==> src/rtl/sseg_capture.sv <==
// Seven-segment bus receiver: debounces each multiplexed digit slot, decodes the
// active-low glyph back to a nibble and assembles four digits into one word.
module sseg_capture #(
  parameter int STABLE_CYCLES = 4
) (
  input  logic        clk,
  input  logic        reset,
  input  logic [6:0]  seg,
  input  logic [3:0]  an,
  output logic [15:0] value,
  output logic        valid,
  output logic [3:0]  digit_err,
  output logic        frame_err
);

  localparam logic [7:0] STABLE_MAX  = 8'(STABLE_CYCLES);
  localparam logic [7:0] STABLE_LAST = 8'(STABLE_CYCLES - 1);

  logic [6:0]  seg_q, seg_p;
  logic [3:0]  an_q, an_p;
  logic [7:0]  cnt_reg, cnt_next;
  logic [3:0]  seen_reg, seen_next;
  logic [15:0] shadow_reg, shadow_next;
  logic [3:0]  shadow_err_reg, shadow_err_next;
  logic [15:0] value_next;
  logic [3:0]  digit_err_next;
  logic        valid_next, frame_err_next;
  logic        stable, sample_event, sample;
  logic [3:0]  sel;
  logic [4:0]  glyph;

  // {err, nibble}; seg[6]=g ... seg[0]=a, active-low
  function automatic logic [4:0] decode(input logic [6:0] s);
    case (s)
      7'b1000000: decode = 5'h00;
      7'b1111001: decode = 5'h01;
      7'b0100100: decode = 5'h02;
      7'b0110000: decode = 5'h03;
      7'b0011001: decode = 5'h04;
      7'b0010010: decode = 5'h05;
      7'b0000010: decode = 5'h06;
      7'b1111000: decode = 5'h07;
      7'b0000000: decode = 5'h08;
      7'b0011000: decode = 5'h09;
      7'b0001000: decode = 5'h0A;
      7'b0000011: decode = 5'h0B;
      7'b1000110: decode = 5'h0C;
      7'b0100001: decode = 5'h0D;
      7'b0000110: decode = 5'h0E;
      7'b0001110: decode = 5'h0F;
      default:    decode = 5'h10;
    endcase
  endfunction

  // sel is one-hot only when exactly one anode is driven low
  generate
    for (genvar gi = 0; gi < 4; gi++) begin : g_sel
      assign sel[gi] = (an_q == ~(4'b0001 << gi));
    end
  endgenerate

  assign stable = ({seg_q, an_q} == {seg_p, an_p});
  // fires only on the cycle the counter is about to reach the threshold
  assign sample_event = stable && (cnt_reg == STABLE_LAST);
  assign sample       = sample_event && (|sel);
  assign glyph        = decode(seg_q);

  always_comb begin
    cnt_next = 8'd1;
    if (stable) cnt_next = (cnt_reg == STABLE_MAX) ? cnt_reg : cnt_reg + 8'd1;
  end

  always_comb begin
    seen_next       = seen_reg;
    shadow_next     = shadow_reg;
    shadow_err_next = shadow_err_reg;
    value_next      = value;
    digit_err_next  = digit_err;
    valid_next      = 1'b0;
    frame_err_next  = 1'b0;
    if (sample) begin
      if (|(seen_reg & sel)) begin
        frame_err_next = 1'b1;
        seen_next      = sel;
      end else begin
        seen_next = seen_reg | sel;
      end
      for (int i = 0; i < 4; i++) begin
        if (sel[i]) begin
          shadow_next[4*i +: 4] = glyph[3:0];
          shadow_err_next[i]    = glyph[4];
        end
      end
      if (seen_next == 4'hF) begin
        value_next     = shadow_next;
        digit_err_next = shadow_err_next;
        valid_next     = 1'b1;
        seen_next      = 4'h0;
      end
    end
  end

  always_ff @(posedge clk) begin
    if (reset) begin
      seg_q          <= 7'h7F;
      an_q           <= 4'hF;
      seg_p          <= 7'h7F;
      an_p           <= 4'hF;
      cnt_reg        <= 8'd0;
      seen_reg       <= 4'h0;
      shadow_reg     <= 16'h0000;
      shadow_err_reg <= 4'h0;
      value          <= 16'h0000;
      digit_err      <= 4'h0;
      valid          <= 1'b0;
      frame_err      <= 1'b0;
    end else begin
      seg_q          <= seg;
      an_q           <= an;
      seg_p          <= seg_q;
      an_p           <= an_q;
      cnt_reg        <= cnt_next;
      seen_reg       <= seen_next;
      shadow_reg     <= shadow_next;
      shadow_err_reg <= shadow_err_next;
      value          <= value_next;
      digit_err      <= digit_err_next;
      valid          <= valid_next;
      frame_err      <= frame_err_next;
    end
  end

endmodule
==> config.mk <==
export PLATFORM = sky130hd
export DESIGN_NAME = sseg_capture
export DESIGN_NICKNAME = d
export VERILOG_FILES = /design/src/rtl/sseg_capture.sv
export SDC_FILE = /design/constraint.sdc
export NUM_CORES = 1
export LEC_CHECK = 0
export ABC_AREA = 1
export BUFFER_PORTS_ARGS = -buffer_cell sky130_fd_sc_hd__buf_2
export CAP_MARGIN = 10
export CORE_UTILIZATION = 55
export CTS_BUF_LIST = sky130_fd_sc_hd__clkbuf_8
export CTS_CLUSTER_DIAMETER = 40
export DETAILED_ROUTE_END_ITERATION = 12
export PLACE_DENSITY_LB_ADDON = 0.05
export RECOVER_POWER = 25
export SLEW_MARGIN = 0
export SYNTH_ARGS = -nofsm -noshare
export SYNTH_HDL_FRONTEND = slang
export SYNTH_SLANG_ARGS = --single-unit
==> constraint.sdc <==
create_clock -name clk -period 1.55 [get_ports clk]
set_input_delay 0.155 -clock clk [delete_from_list [all_inputs] [get_ports clk]]
set_output_delay 0.155 -clock clk [all_outputs]
set_load 0.005 [all_outputs]
==> reports/metrics.yaml, run 1 <==
route:
  num_vias: 3690
  drc: 0
  drt_iter0_drc: 222
  drt_first_pass_iters: 5
  drtAntennaViolNets: 0
  vias_per_cell: 5.23
  wl_per_cell_um: 13.2
  drt-total-wl_mm: 9.28
logic_synthesis:
  avgSynthCellArea_um2: 6.99
  yosysSeqAreaShare_pct: 42.0
  syn_nets: 534
  synth_cell_types: 38
  yosys_warnings: 0
  yosys.area.top_type: "dfxtp_1"
  synth_edf_count: 0
  yosys.area.top_type_share_pct: 42.0
  async_reset_ff_share_pct: 0
  syn-instance-count: 519
  synthFlopType: "dfxtp_1"
  ys_seq_elements: 76
  ys_top_cells_by_area: "dfxtp_1, nand2_1, nor2_1"
  netlist_area_um2: 3630
global_routing:
  grt_usage_pct: 26.4
  grt_pass1_vias: 3380
  grt_pass1_wl_mm: 14.8
  grt_start_max_net_pins: 57
  grt_overflow: 0
  antenna_found_initial: 0
finish:
  diodes: 0
  multi_input_area_um2: 2100
  fill_cells: 443
  final_common_cell: "nand2_1"
  ff_latch_area_um2: 1550
  final_area_um2: 5120
  drive_gt1_share_pct: 38.5
  syn2layout_area_growth_pct: 41.2
  mostFrequentLayoutCells: "nand2_1, nor2_1, dfxtp_1"
  post-route-util_pct: 80.6
  nets: 639
sta:
  hold_viol_final: 0
  fmax_mhz: 575
  final.setup.worst_slack_ns: -0.190
  finalClockSkew_ns: 0.00841
  timing.final.max_slew_violations: 0
  setup_viol: 46
  rsz0062_at_grt: "yes"
  period_minus_slack_ns: 1.74
  worst_pin_slew_ns: 0.348
  maxSlewHeadroom_pct: 76.5
  min_period_over_period_pct: 112
die:
  die_x_um: 83.2
  initial_utilization_pct: 57.1
  core-area_um2: 6350
  die_y_um: 83.2
  ioPinCount: 35
  fp-row-count: 29
  dieArea_um2: 6920
setup_path:
  startpoint_type: "flop"
  critical_path_peak_fanout: 11
  required_ns: 1.81
  cp.arrival_ns: 2.00
  cp-end-kind: "flop"
  crit_start: "an_q[3]$_SDFF_PP1_"
  reg2reg_from: "an_q[3]$_SDFF_PP1_"
  critical_path_class: "flop to flop"
clock_network:
  path_clk_slew_ns: 0.08
  insertion_delay_ns: 0.36
  cts_tree: "yes"
  numCtsBuffers: 9
  root_buffer: "clkbuf_8"
  clock-sinks: 76
  clk_path_buf_depth: 2
  cts_max_level: 3
placement:
  hpwl_mm: 5.76
  port_buffers: 34
  gp_congestion: 0.830
  placed_area_um2: 4260
run_status:
  status: "finished, violations left"
  violations: "negative setup slack"
power_and_ir_drop:
  ir_worst_vdd_uv: 841
  pwr_density_cell_nw_per_um2: 822
  leakage_nw: 2.45
hold_path:
  hp-class: "primary input to flop"
  min_from: "reset"
flow_run:
  cap_violations: 0
[timing repair]
| action | CTS | global route |
|---|---|---|
| gates resized for setup | 62 | 61 |
| hold endpoints to repair | 11 | 0 |
| buffers inserted | 4 | 11 |
| hold buffers | 11 | 0 |
| cloned | 0 | 1 |
| setup endpoints to repair | 52 | 51 |
| pin swaps | 10 | 22 |
[cell families (layout without fill, tap and decap cells)]
logic type,count (synthesis),in the layout,share of synthesized area (%)
and+or+nand+nor,288,288,35.6
xor gates and xnor gates,7,7,1.69
AOI/OAI and AO/OA,72,72,11.2
buffers and inverters,74,183,8.80
DFF,76,76,42.0
adders and majority gates,2,2,0.690
[worst paths after layout]
path                                         end  slack, ns  cells after the start
hold reg to reg        digit_err[2]$_SDFFE_PP0P_       0.48                      2
setup / recovery          value[15]$_SDFFE_PP0P_      -0.19                     13
hold / removal    shadow_err_reg[3]$_SDFFE_PP0N_       0.17                      4
setup reg to reg          value[15]$_SDFFE_PP0P_      -0.19                     13
[metrics by stage]
step | total power [mW] | instances | setup WS (ns) | hold slack, ns | setup TNS [ns]
6_report | 4.21 | 705 | -0.190 | 0.166 | -5.84
3_3_place_gp | 2.33 | 664 | -0.243 | 0.337 | -5.41
4_1_cts | 4.19 | 694 | -0.126 | 0.127 | -3.42
5_1_grt | 4.34 | 705 | -0.313 | 0.167 | -10.99
2_1_floorplan | 2.23 | 519 | -0.00361 | 0.259 | -0.00361
3_5_place_dp | 2.34 | 664 | -0.241 | 0.340 | -6.28
[per-layer routing]
metal	wire length, um	vias up	GRT usage [%]	share of wire (%)
met5	0	-	0	0
met4	197	0	9.25	2.1
met3	392	19	5.17	4.2
met2	4680	97	46.0	50
met1	4020	1716	32.4	43
li1	-	1858	-	-
[cell type report]
| cell class | count | share of cell area (%) |
|---|---|---|
| inverters | 58 | 4.62 |
| multi-input cells | 369 | 41.1 |
| well taps | 77 | 1.88 |
| repair buffers | 109 | 17.2 |
| clock inverters | 5 | 1.96 |
| flip-flops and latches | 76 | 30.3 |
| repair inverters | 1 | 0.318 |
| clock buffers | 10 | 2.69 |
[power by group]
| group | internal [mW] | switching [mW] | total (mW) |
|---|---|---|---|
| Sequential | 1.98 | 0.0337 | 2.01 |
| Combinational | 0.167 | 0.203 | 0.370 |
| Clock | 1.10 | 0.725 | 1.82 |
[worst max-delay path, cell delays in order, from the launching register on]
cell and delay [ns]:
dfxtp_4 0.37, nand2_4 0.08, inv_4 0.05, nand3_2 0.08, nand2_2 0.06, nor2_4 0.17, nand2_1 0.10, nand2_2 0.13
nand2_4 0.08, nor2_8 0.19, buf_12 0.16, nand3_1 0.07, nand2_1 0.08, nor2_1 0.04
[cells in the mapped netlist (6+ instances only)]
master / n
a21oi_1: 23
a21oi_2: 6
dfxtp_1: 76
inv_1: 52
nand2_1: 119
nand3_1: 36
nor2_1: 88
o211ai_1: 7
o21ai_0: 27
or2_2: 17
(Power assumes the default switching activity.)
==> run 2: changes to the inputs <==
GPL_TIMING_DRIVEN = 0   (was unset)
==> reports/metrics.yaml, run 2 (synthesis results as in run 1) <==
clock_network:
  root_buffer: "clkbuf_8"
  cts_max_level: 3
  insertion_delay_ns: 0.35
  clock-sinks: 76
  path_clk_slew_ns: 0.07
  cts_tree: "yes"
  clk_path_buf_depth: 2
  numCtsBuffers: 9
setup_path:
  slowest_delay_ns: 0.38
  startpoint_type: "flop"
  cp-end-kind: "flop"
  critical_path_class: "flop to flop"
  cp_slowest_cell: "dfxtp_4"
  critical_path_peak_fanout: 10
  rr_worst_depth: 12
  required_ns: 1.83
  cp_common_cell: "nand2_4"
  cp.arrival_ns: 2.02
  worstPathCellList: "nand2_4, inv_4, nand3_4, nand2_4, nor2_4, nand2_1, nand2_2, nand2_4, nor2_8, buf_4, a21oi_1, nor2_1"
die:
  dieArea_um2: 6920
  initial_utilization_pct: 57.1
  ioPinCount: 35
  die_x_um: 83.2
  core-area_um2: 6350
  fp-row-count: 29
  die_y_um: 83.2
global_routing:
  grt_usage_pct: 26.1
  grt_pass1_vias: 3246
  grt_overflow: 0
  grt_pass1_wl_mm: 14.7
  antenna_found_initial: 0
  grt_start_max_net_pins: 12
hold_path:
  hp-class: "primary input to flop"
  min_delay_path_depth: 2
finish:
  final_common_cell: "nand2_1"
  fill_cells: 439
  diodes: 0
  mostFrequentLayoutCells: "nand2_1, nor2_1, dfxtp_1"
  drive_gt1_share_pct: 37.9
  nets: 614
  syn2layout_area_growth_pct: 34.4
run_status:
  status: "finished, violations left"
  violations: "negative setup slack"
sta:
  setup_viol: 44
  worst_pin_slew_ns: 0.658
  rsz0062_at_grt: "yes"
  min_period_over_period_pct: 112
  fmax_mhz: 574
  final.setup.worst_slack_ns: -0.191
  finalClockSkew_ns: 0.0117
  fin_tns_setup_ns: -5.23
  period_minus_slack_ns: 1.74
  maxSlewHeadroom_pct: 56.2
  whs_ns: 0.106
  hold_viol_final: 0
  timing.final.max_slew_violations: 0
power_and_ir_drop:
  power.share.switching_pct: 26.1
  p_sw_mw: 0.955
  power_frac_seq_pct: 55.0
  pwr_density_cell_nw_per_um2: 751
  p_int_mw: 2.71
  power_frac_clock_pct: 35.7
  leakage_nw: 2.30
  pwr-share-comb_pct: 9.2
  ir_worst_vdd_uv: 577
route:
  num_vias: 3636
  drt_iter0_drc: 228
  drc: 0
  drt-total-wl_mm: 9.39
  wl_per_cell_um: 13.8
  drtAntennaViolNets: 0
  drt_first_pass_iters: 5
  vias_per_cell: 5.35
placement:
  dp_slack_ns: -0.311
  port_buffers: 34
  hpwl_mm: 5.66
  gp_congestion: 0.862
flow_run:
  cap_violations: 0
==> run 2: worst paths after layout <==
check,from,endpoint,slack [ns]
min reg2reg,value[3]$_SDFFE_PP0P_,value[3]$_SDFFE_PP0P_,0.47
max reg2reg,an_q[3]$_SDFF_PP1_,value[0]$_SDFFE_PP0P_,-0.19
max,an_q[3]$_SDFF_PP1_,value[0]$_SDFFE_PP0P_,-0.19
min,reset,an_q[1]$_SDFF_PP1_,0.11
==> run 2: layout make-up <==
type | instances | area [um^2] | share of cell area (%)
clock buffer | 10 | 138 | 2.82
timing repair buffer | 70 | 523 | 10.7
multi-input combinational | 369 | 2170 | 44.6
tap | 77 | 96.3 | 1.98
clock inverter | 4 | 18.8 | 0.385
buffer | 15 | 129 | 2.65
inverter | 58 | 238 | 4.88
sequential | 76 | 1560 | 31.9
==> run 2: timing repair <==
| action | 4_1_cts | 5_1_grt |
|---|---|---|
| pin swaps | 25 | 33 |
| buffers inserted | 13 | 8 |
| endpoints found under the setup margin | 53 | 54 |
| cloned | 2 | 2 |
| gates resized for setup | 66 | 87 |
| hold buffers | 11 | 0 |
| hold endpoints to repair | 11 | 0 |
==> run 2: power by group through the flow <==
stage	Combinational (mW)	Sequential (mW)	Clock, mW
finish	0.339	2.01	1.31
global route	0.371	2.02	1.40
CTS	0.301	2.01	1.30
detailed placement	0.237	2.05	0
global placement	0.234	2.05	0
floorplan	0.180	2.05	0
==> run 2: stage by stage <==
stage               std cells  util, %  power (mW)  instance area (um^2)
floorplan                 519        -        2.23                  3670
global placement          630     62.0        2.29                  3940
detailed placement        630     62.0        2.29                  3940
CTS                       670     71.3        3.62                  4530
global route              679     76.7        3.79                  4870
finish                    679     76.7        3.66                  4870
==> run 2: critical path: cells and delay by family (launching register included) <==
| kind | cells | cell delay [ns] |
|---|---|---|
| AO/OA/AOI/OAI | 1 | 0.08 |
| buffers and inverters | 2 | 0.29 |
| flip-flops | 1 | 0.38 |
| AND/OR/NAND/NOR | 9 | 0.92 |
==> run 2: layer usage <==
| layer | global-route usage [%] | vias to the layer above | part of all wire, % |
|---|---|---|---|
| li1 | - | 1799 | - |
| met1 | 33.1 | 1680 | 43 |
| met2 | 44.6 | 121 | 48 |
| met3 | 3.98 | 36 | 5.8 |
| met4 | 10.0 | 0 | 3.1 |
| met5 | 0 | - | 0 |
